`config.mk`:
```
export PLATFORM = sky130hd
export DESIGN_NAME = mouse_transmitter
export DESIGN_NICKNAME = d
export VERILOG_FILES = /design/src/rtl/mouse_transmitter.sv
export SDC_FILE = /design/constraint.sdc
export NUM_CORES = 1
export LEC_CHECK = 0
export BUFFER_PORTS_ARGS = -buffer_cell sky130_fd_sc_hd__buf_2
export CORE_ASPECT_RATIO = 0.5
export CORE_UTILIZATION = 28
export CTS_CLUSTER_SIZE = 10
export DETAILED_ROUTE_END_ITERATION = 7
export GPL_TIMING_DRIVEN = 0
export PLACE_DENSITY = 0.5
export SYNTH_ARGS = -nofsm -noshare
export SYNTH_HDL_FRONTEND = slang
export SYNTH_SLANG_ARGS = --single-unit
```
`constraint.sdc`:
```
create_clock -name CLK -period 3.4 [get_ports CLK]
set_clock_uncertainty 0.15 [all_clocks]
set_input_delay 0.68 -clock CLK [delete_from_list [all_inputs] [get_ports CLK]]
set_output_delay 0.68 -clock CLK [all_outputs]
set_load 0.01 [all_outputs]
```
`src/rtl/mouse_transmitter.sv`:
```
`timescale 1ns/1ps
// mouse_transmitter: PS/2 host-to-device byte sender driving the open-drain mouse CLK/DATA lines via output enables.
// Performs request-to-send, shifts the frame on device falling edges, checks the ACK and enforces an inter-edge timeout.
module mouse_transmitter #(
   parameter int CLK_HOLD_CYCLES    = 5000,
   parameter int RTS_OVERLAP_CYCLES = 20,
   parameter int TIMEOUT_CYCLES     = 50000
) (
   input  logic       CLK,
   input  logic       RESET,
   input  logic       CLK_MOUSE_IN,
   output logic       CLK_MOUSE_OUT_EN,
   input  logic       DATA_MOUSE_IN,
   output logic       DATA_MOUSE_OUT_EN,
   input  logic       SEND_BYTE,
   input  logic [7:0] BYTE_TO_SEND,
   output logic       BYTE_SENT,
   output logic [1:0] SEND_ERROR_CODE,
   output logic       BUSY
);
   localparam int MAXC = (TIMEOUT_CYCLES > CLK_HOLD_CYCLES) ? TIMEOUT_CYCLES : CLK_HOLD_CYCLES;
   localparam int CW   = $clog2(MAXC + 1);
   typedef enum logic [2:0] {IDLE, CLK_LOW, RTS, SEND, WAIT_ACK, WAIT_IDLE} state_t;
   state_t        state, state_n;
   logic [CW-1:0] cnt, cnt_n;
   logic [3:0]    bit_cnt, bit_n;
   logic [10:0]   frame, frame_n;
   logic [1:0]    err_n;
   logic          prev_clk, sent_n, fall, tmo, live;
   assign fall = prev_clk & ~CLK_MOUSE_IN;
   assign tmo  = cnt == CW'(TIMEOUT_CYCLES - 1);
   assign live = state == SEND || state == WAIT_ACK || state == WAIT_IDLE;
   always_ff @(posedge CLK) begin
      if (RESET) begin
         state             <= IDLE;
         cnt               <= '0;
         bit_cnt           <= '0;
         frame             <= '1;
         prev_clk          <= 1'b1;
         SEND_ERROR_CODE   <= 2'b00;
         CLK_MOUSE_OUT_EN  <= 1'b0;
         DATA_MOUSE_OUT_EN <= 1'b0;
         BYTE_SENT         <= 1'b0;
         BUSY              <= 1'b0;
      end else begin
         state             <= state_n;
         cnt               <= cnt_n;
         bit_cnt           <= bit_n;
         frame             <= frame_n;
         prev_clk          <= CLK_MOUSE_IN;
         SEND_ERROR_CODE   <= err_n;
         CLK_MOUSE_OUT_EN  <= state_n == CLK_LOW || state_n == RTS;
         DATA_MOUSE_OUT_EN <= state_n == RTS || (state_n == SEND && !frame_n[0]);
         BYTE_SENT         <= sent_n;
         BUSY              <= state_n != IDLE;
      end
   end
   // frame[0] is always the bit currently on the line; it shifts right on each device falling edge
   always_comb begin
      state_n = state;
      cnt_n   = cnt + 1'b1;
      bit_n   = bit_cnt;
      frame_n = frame;
      err_n   = SEND_ERROR_CODE;
      sent_n  = 1'b0;
      case (state)
         IDLE: begin
            cnt_n = '0;
            if (SEND_BYTE) begin
               frame_n = {1'b1, ~^BYTE_TO_SEND, BYTE_TO_SEND, 1'b0};
               err_n   = 2'b00;
               state_n = CLK_LOW;
            end
         end
         CLK_LOW: if (cnt == CW'(CLK_HOLD_CYCLES - 1)) begin
            cnt_n   = '0;
            state_n = RTS;
         end
         RTS: if (cnt == CW'(RTS_OVERLAP_CYCLES - 1)) begin
            cnt_n   = '0;
            bit_n   = '0;
            state_n = SEND;
         end
         SEND: if (fall) begin
            cnt_n   = '0;
            frame_n = {1'b1, frame[10:1]};
            bit_n   = bit_cnt + 1'b1;
            if (bit_cnt == 4'd9) state_n = WAIT_ACK;
         end
         WAIT_ACK: if (fall) begin
            cnt_n    = '0;
            err_n[0] = DATA_MOUSE_IN;
            state_n  = WAIT_IDLE;
         end
         WAIT_IDLE: begin
            if (CLK_MOUSE_IN && DATA_MOUSE_IN) begin
               sent_n  = 1'b1;
               state_n = IDLE;
            end else if (fall) cnt_n = '0;
         end
         default: state_n = IDLE;
      endcase
      // a falling edge in the same cycle as the timeout keeps the transfer alive
      if (live && !fall && tmo && state_n != IDLE) begin
         err_n[1] = 1'b1;
         sent_n   = 1'b1;
         state_n  = IDLE;
      end
   end
endmodule
```
---- Word level (Yosys, flattened, before mapping) ----
Cells that the tools add are included.
W data, S select, Z words.
word-level totals
  register bits ........................... 41
operators by class
  add/subtract/negate cells ............... 2
  mux-type cells .......................... 28
  bitwise logic cells ..................... 2
  equality and inequality tests ........... 16
  reduce and logical (&&, ||, !) cells .... 25
operators by type and width
  operator                 count
  $pmux W16 S5             1
  $mux W16                 4
  $mux W3                  8
  $mux W11                 2
  $pmux W11 S2             1
  $pmux W3 S6              1
  $add A16 B1 Y16 const B  1
  $eq A16 B13 Y1 const B   1
  $eq A16 B16 Y1 const B   1
  $eq A16 B5 Y1 const B    1
  $eq A3 B2 Y1 const B     4
  $reduce_bool A2 Y1       5
  $reduce_and A3 Y1        3
  $mux W4                  2
  $ne A2 B2 Y1 const B     4
  $pmux W4 S2              1
  $reduce_xnor A8 Y1       1
  $eq A3 B1 Y1 const B     2
  $eq A3 B3 Y1 const B     2
  $mux W1                  6
  $reduce_bool A3 Y1       2
  $logic_and A1 B1 Y1      5
  $add A4 B1 Y4 const B    1
  $eq A4 B4 Y1 const B     1
  9 further kinds          13

---- Longest topological paths before layout ----
  depth after elaboration ................. 10
  depth in mapped cells ................... 7
  mapped depth without buffers ............ 7

---- Worst setup path after synthesis ----
No wires, ideal clock.
  path kind ............................... register -> register
  start ................................... register cnt[0]
  end ..................................... register state[0]
  arrival time ............................ 1.694 ns
  library setup time ...................... 0.114 ns
  slack ................................... 1.443 ns
  cell stages (with the launch flop) ...... 7
  clock period less this slack ............ 1.957 ns
  cell sequence ........................... dfxtp_1 -> ha_1 -> nor3b_1 -> and4_1 -> nor2_1 -> or4_4 -> nor2b_1
on the way
  longest elaborated chain between the ends .. 6
  elaborated cells between the ends (all ways) .. 10
  classes of those cells .................. eq/ne (3); mux (4); reduce/logical (3)
RTL lines
  element                                                 line    RTL
  start: declaration                                      25      logic [CW-1:0] cnt, cnt_n;
  start signal: assignment                                47      cnt <= cnt_n;
  $eq A16 B5 Y1 / $eq A16 B13 Y1 (equally long branches)  79, 75
  $mux W3, on equally long branches                       79, 75
  $pmux W3 S6                                             66      case (state)
  $reduce_bool A3 Y1                                      104     if (live && !fall && tmo && state_n != IDLE) begin
  $logic_and A1 B1 Y1                                     104
  $mux W3 *                                               104
  end signal: assignment                                  46      state <= state_n;
  end: declaration                                        24      state_t state, state_n;
Every way passes the cells marked *; elsewhere a longest branch is shown, timed or not.
A chain may end at the register's enable or synchronous reset.

---- Final worst setup path ----
  start ................................... register cnt[0]
  end ..................................... register cnt[13]
on the way
  longest elaborated chain between the ends .. 4
  elaborated cells between the ends (all ways) .. 8
  classes of those cells .................. add/sub (1); eq/ne (2); mux (5)
RTL lines
  element          line        RTL
  $add A16 B1 Y16  61          cnt_n = cnt + 1'b1;
  $mux W16         84, 90, 99
  $mux W16         96          if (CLK_MOUSE_IN && DATA_MOUSE_IN) begin
  $pmux W16 S5 *   66
Marked as above.

==> summary.txt <==
run status -> finished clean
CTS tree -> built
Clock Pin Slew Worst Setup and Hold Paths -> 0.06 ns
die height -> 61 um
Num CTS Buffers -> 5
FFs w/ async S/R, synth -> 0
P per Cell Area -> 492.5 nW/um^2
Placed Area -> 2150 sq um
crit path launch type -> register
synthesized flop and latch total -> 41
starting density of the core -> 0.2909
global route overflow -> 0
post-synthesis instance area -> 1949 sq um
floorplan row count -> 21
final core occ -> 0.3472
syn_area_per_cell -> 8.626 sq um
share of cells above drive strength 1 -> 0.1355
crit path cell chain -> ha_1 -> nor3b_1 -> nand3_1 -> o211a_1 -> o21ai_1 -> buf_2 -> nor2_1
# nets final -> 266
crit path DAT -> 2.38 ns
setup repair bufs after CTS -> 0
I/O pin total -> 19
slowest library cell on the worst path -> o21ai_1
htree depth -> 2
fillers -> 679
FMAX -> 0.4232 GHz
Antenna Diode Count -> 0
worst-skew pair later-pin latency -> 0.28 ns
endpoints failing setup -> 0
Synth Flop Type -> dfxtp_1
Final period util -> 0.6950
yosys warns -> 0
post-synth cell types -> 43
CTS Hold Buffers Added -> 0
cell taking the most area after synthesis -> dfxtp_1
number of global-route vias before repair -> 1,572
Pleak -> 0.8880 nW
RSZ-0062 raised after global routing -> false
total global-route track usage -> 0.1295
Die ar. -> 7320 sq um
Synthesized Nets -> 242
most frequent cells in the layout -> dfxtp_1 (41), nor2_1 (36), nand2_1 (27)
Setup TNS -> 0 ns
initial antenna violation count -> 0
clk buf depth -> 2
Worst Hold Class -> register to register
Syn Inst Count -> 226
drt first-iter violations -> 140
post-DP HPWL -> 3164 um
share of the synthesized area in the top cell type -> 0.4211
DRT antenna net count -> 0
total number of vias -> 1,642
WL/cell -> 12.60 um
first-pass GRT wire length -> 7431 um
EDFF count, synth -> 0
max_cap viols -> 0
Worst setup EP type -> register
VDD IR max -> 0.1774 mV
RePlAce Congestion -> 0.8198
fin area -> 2326 sq um
drt first pass iters -> 4
kind of critical path -> register to register
Horiz. Die Dim -> 120 um
core area -> 6700 sq um
commonest non-fill, non-tap cell in the layout -> dfxtp_1
Worst-Margin Slew -> 0.6460 ns
Slew Limit Headroom -> 0.5660
worst stage delay on the critical path -> 0.44 ns
Worst Slack Setup Final -> 1.037 ns
cts repair resizes -> 0
pre-CTS setup slack -> 0.9618 ns
Hold Vio Cnt, Final -> 0
leading cell types by total area after synthesis -> dfxtp_1 (42%), nor2_1 (6.9%), xnor2_1 (5.4%), nand2_1 (5.2%), xor2_1 (4.9%)
P&R area growth vs syn -> 19.32%
Tmin final -> 2.363 ns
Remaining DRCs -> 0
CP Max Fanout -> 10
register area share after synthesis -> 0.4211
Slew Limit Fails -> 0
required time worst endpoint -> 3.41 ns
drt via density -> 4.787
hold_ws -> 0.2918 ns
largest net degree at the start of global routing -> 14
Port Buffers -> 17
Routed WL -> 4322 um
CTS Sinks -> 41
root buffer cell -> clkbuf_16
## stage by stage
step / power, mW / cells
6_report: 1.146 / 343
5_1_grt: 1.190 / 343
4_1_cts: 1.153 / 343
3_5_place_dp: 0.6010 / 335
3_3_place_gp: 0.5994 / 335
2_1_floorplan: 0.5728 / 226
## sequential cells by signal (all words and copies together) (netlist names)
signal / flops
frame: 11
SEND_ERROR_CODE: 2
prev_clk: 1
BUSY: 1
bit_cnt: 4
BYTE_SENT: 1
cnt: 16
DATA_MOUSE_OUT_EN: 1
CLK_MOUSE_OUT_EN: 1
state: 3
## cells in the mapped netlist (2+ instances only)
| cell | count |
|---|---|
| buf_2 | 2 |
| and3_1 | 4 |
| clkbuf_1 | 6 |
| xor2_1 | 11 |
| nor2b_1 | 4 |
| nand2_1 | 27 |
| and4_1 | 3 |
| xnor2_1 | 12 |
| nand3_1 | 11 |
| inv_1 | 4 |
| nand2b_1 | 6 |
| a221oi_1 | 9 |
| nor3_1 | 4 |
| ha_1 | 3 |
| o21ai_0 | 6 |
| a21oi_1 | 4 |
| nand3b_1 | 4 |
| nand4_1 | 4 |
| nor2_1 | 36 |
| or2_2 | 3 |
| dfxtp_1 | 41 |
## worst paths after layout
path / endpoint / slack (ns) / cells after the start / from
setup / recovery: cnt[13] / 1.04 / 7 / cnt[0]
hold / removal: frame[5] / 0.29 / 2 / frame[5]
hold reg to reg: frame[5] / 0.29 / 2 / frame[5]
setup reg to reg: cnt[13] / 1.04 / 7 / cnt[0]
## final cells by class
class	instances	area, sq um	area share
buffer	8	32.53	0.01399
clock inverter	2	37.54	0.01614
timing repair buffer	17	85.08	0.03658
tap	92	115.1	0.04949
clock buffer	6	138.9	0.05971
multi-input combinational	173	1081	0.4648
inverter	4	15.01	0.006455
sequential	41	820.8	0.3529
## power breakdown
| part | leakage, nW | switching [mW] | internal [mW] | total [mW] |
|---|---|---|---|---|
| Sequential | 0.334 | 0.00824 | 0.496 | 0.504 |
| Combinational | 0.471 | 0.0493 | 0.0367 | 0.0860 |
| Clock | 0.0831 | 0.189 | 0.366 | 0.555 |
| Total | 0.888 | 0.246 | 0.899 | 1.15 |
## routing by layer
layer	wire [um]	global-route usage	part of all wire	vias to the layer above
met5	0	0	0	-
met4	27	0.03214	0.0062	0
met3	107	0.02256	0.025	3
met2	2038	0.2447	0.47	19
met1	2149	0.1572	0.50	783
li1	-	-	-	837
## logic make-up (layout without fill, tap and decap cells)
group / Yosys count / count (layout) / synth area share
AND/OR/NAND/NOR: 115 / 115 / 0.3113
buffers and inverters: 12 / 37 / 0.02439
multiplexers: 1 / 1 / 0.005135
AO/OA/AOI/OAI: 31 / 31 / 0.1155
adder cells (fa/ha/maj): 3 / 3 / 0.01926
XOR/XNOR: 23 / 23 / 0.1033
flip-flops: 41 / 41 / 0.4211
## worst max-delay path, delay by kind of cell, from the launching register on
| family | cells | cell delay (ns) |
|---|---|---|
| adder cells (fa/ha/maj) | 1 | 0.23 |
| AND/OR/NAND/NOR | 3 | 0.52 |
| buffers and inverters | 1 | 0.32 |
| flip-flops | 1 | 0.35 |
| AO/OA/AOI/OAI | 2 | 0.68 |
No activity file was read; power rests on OpenSTA's default activity.
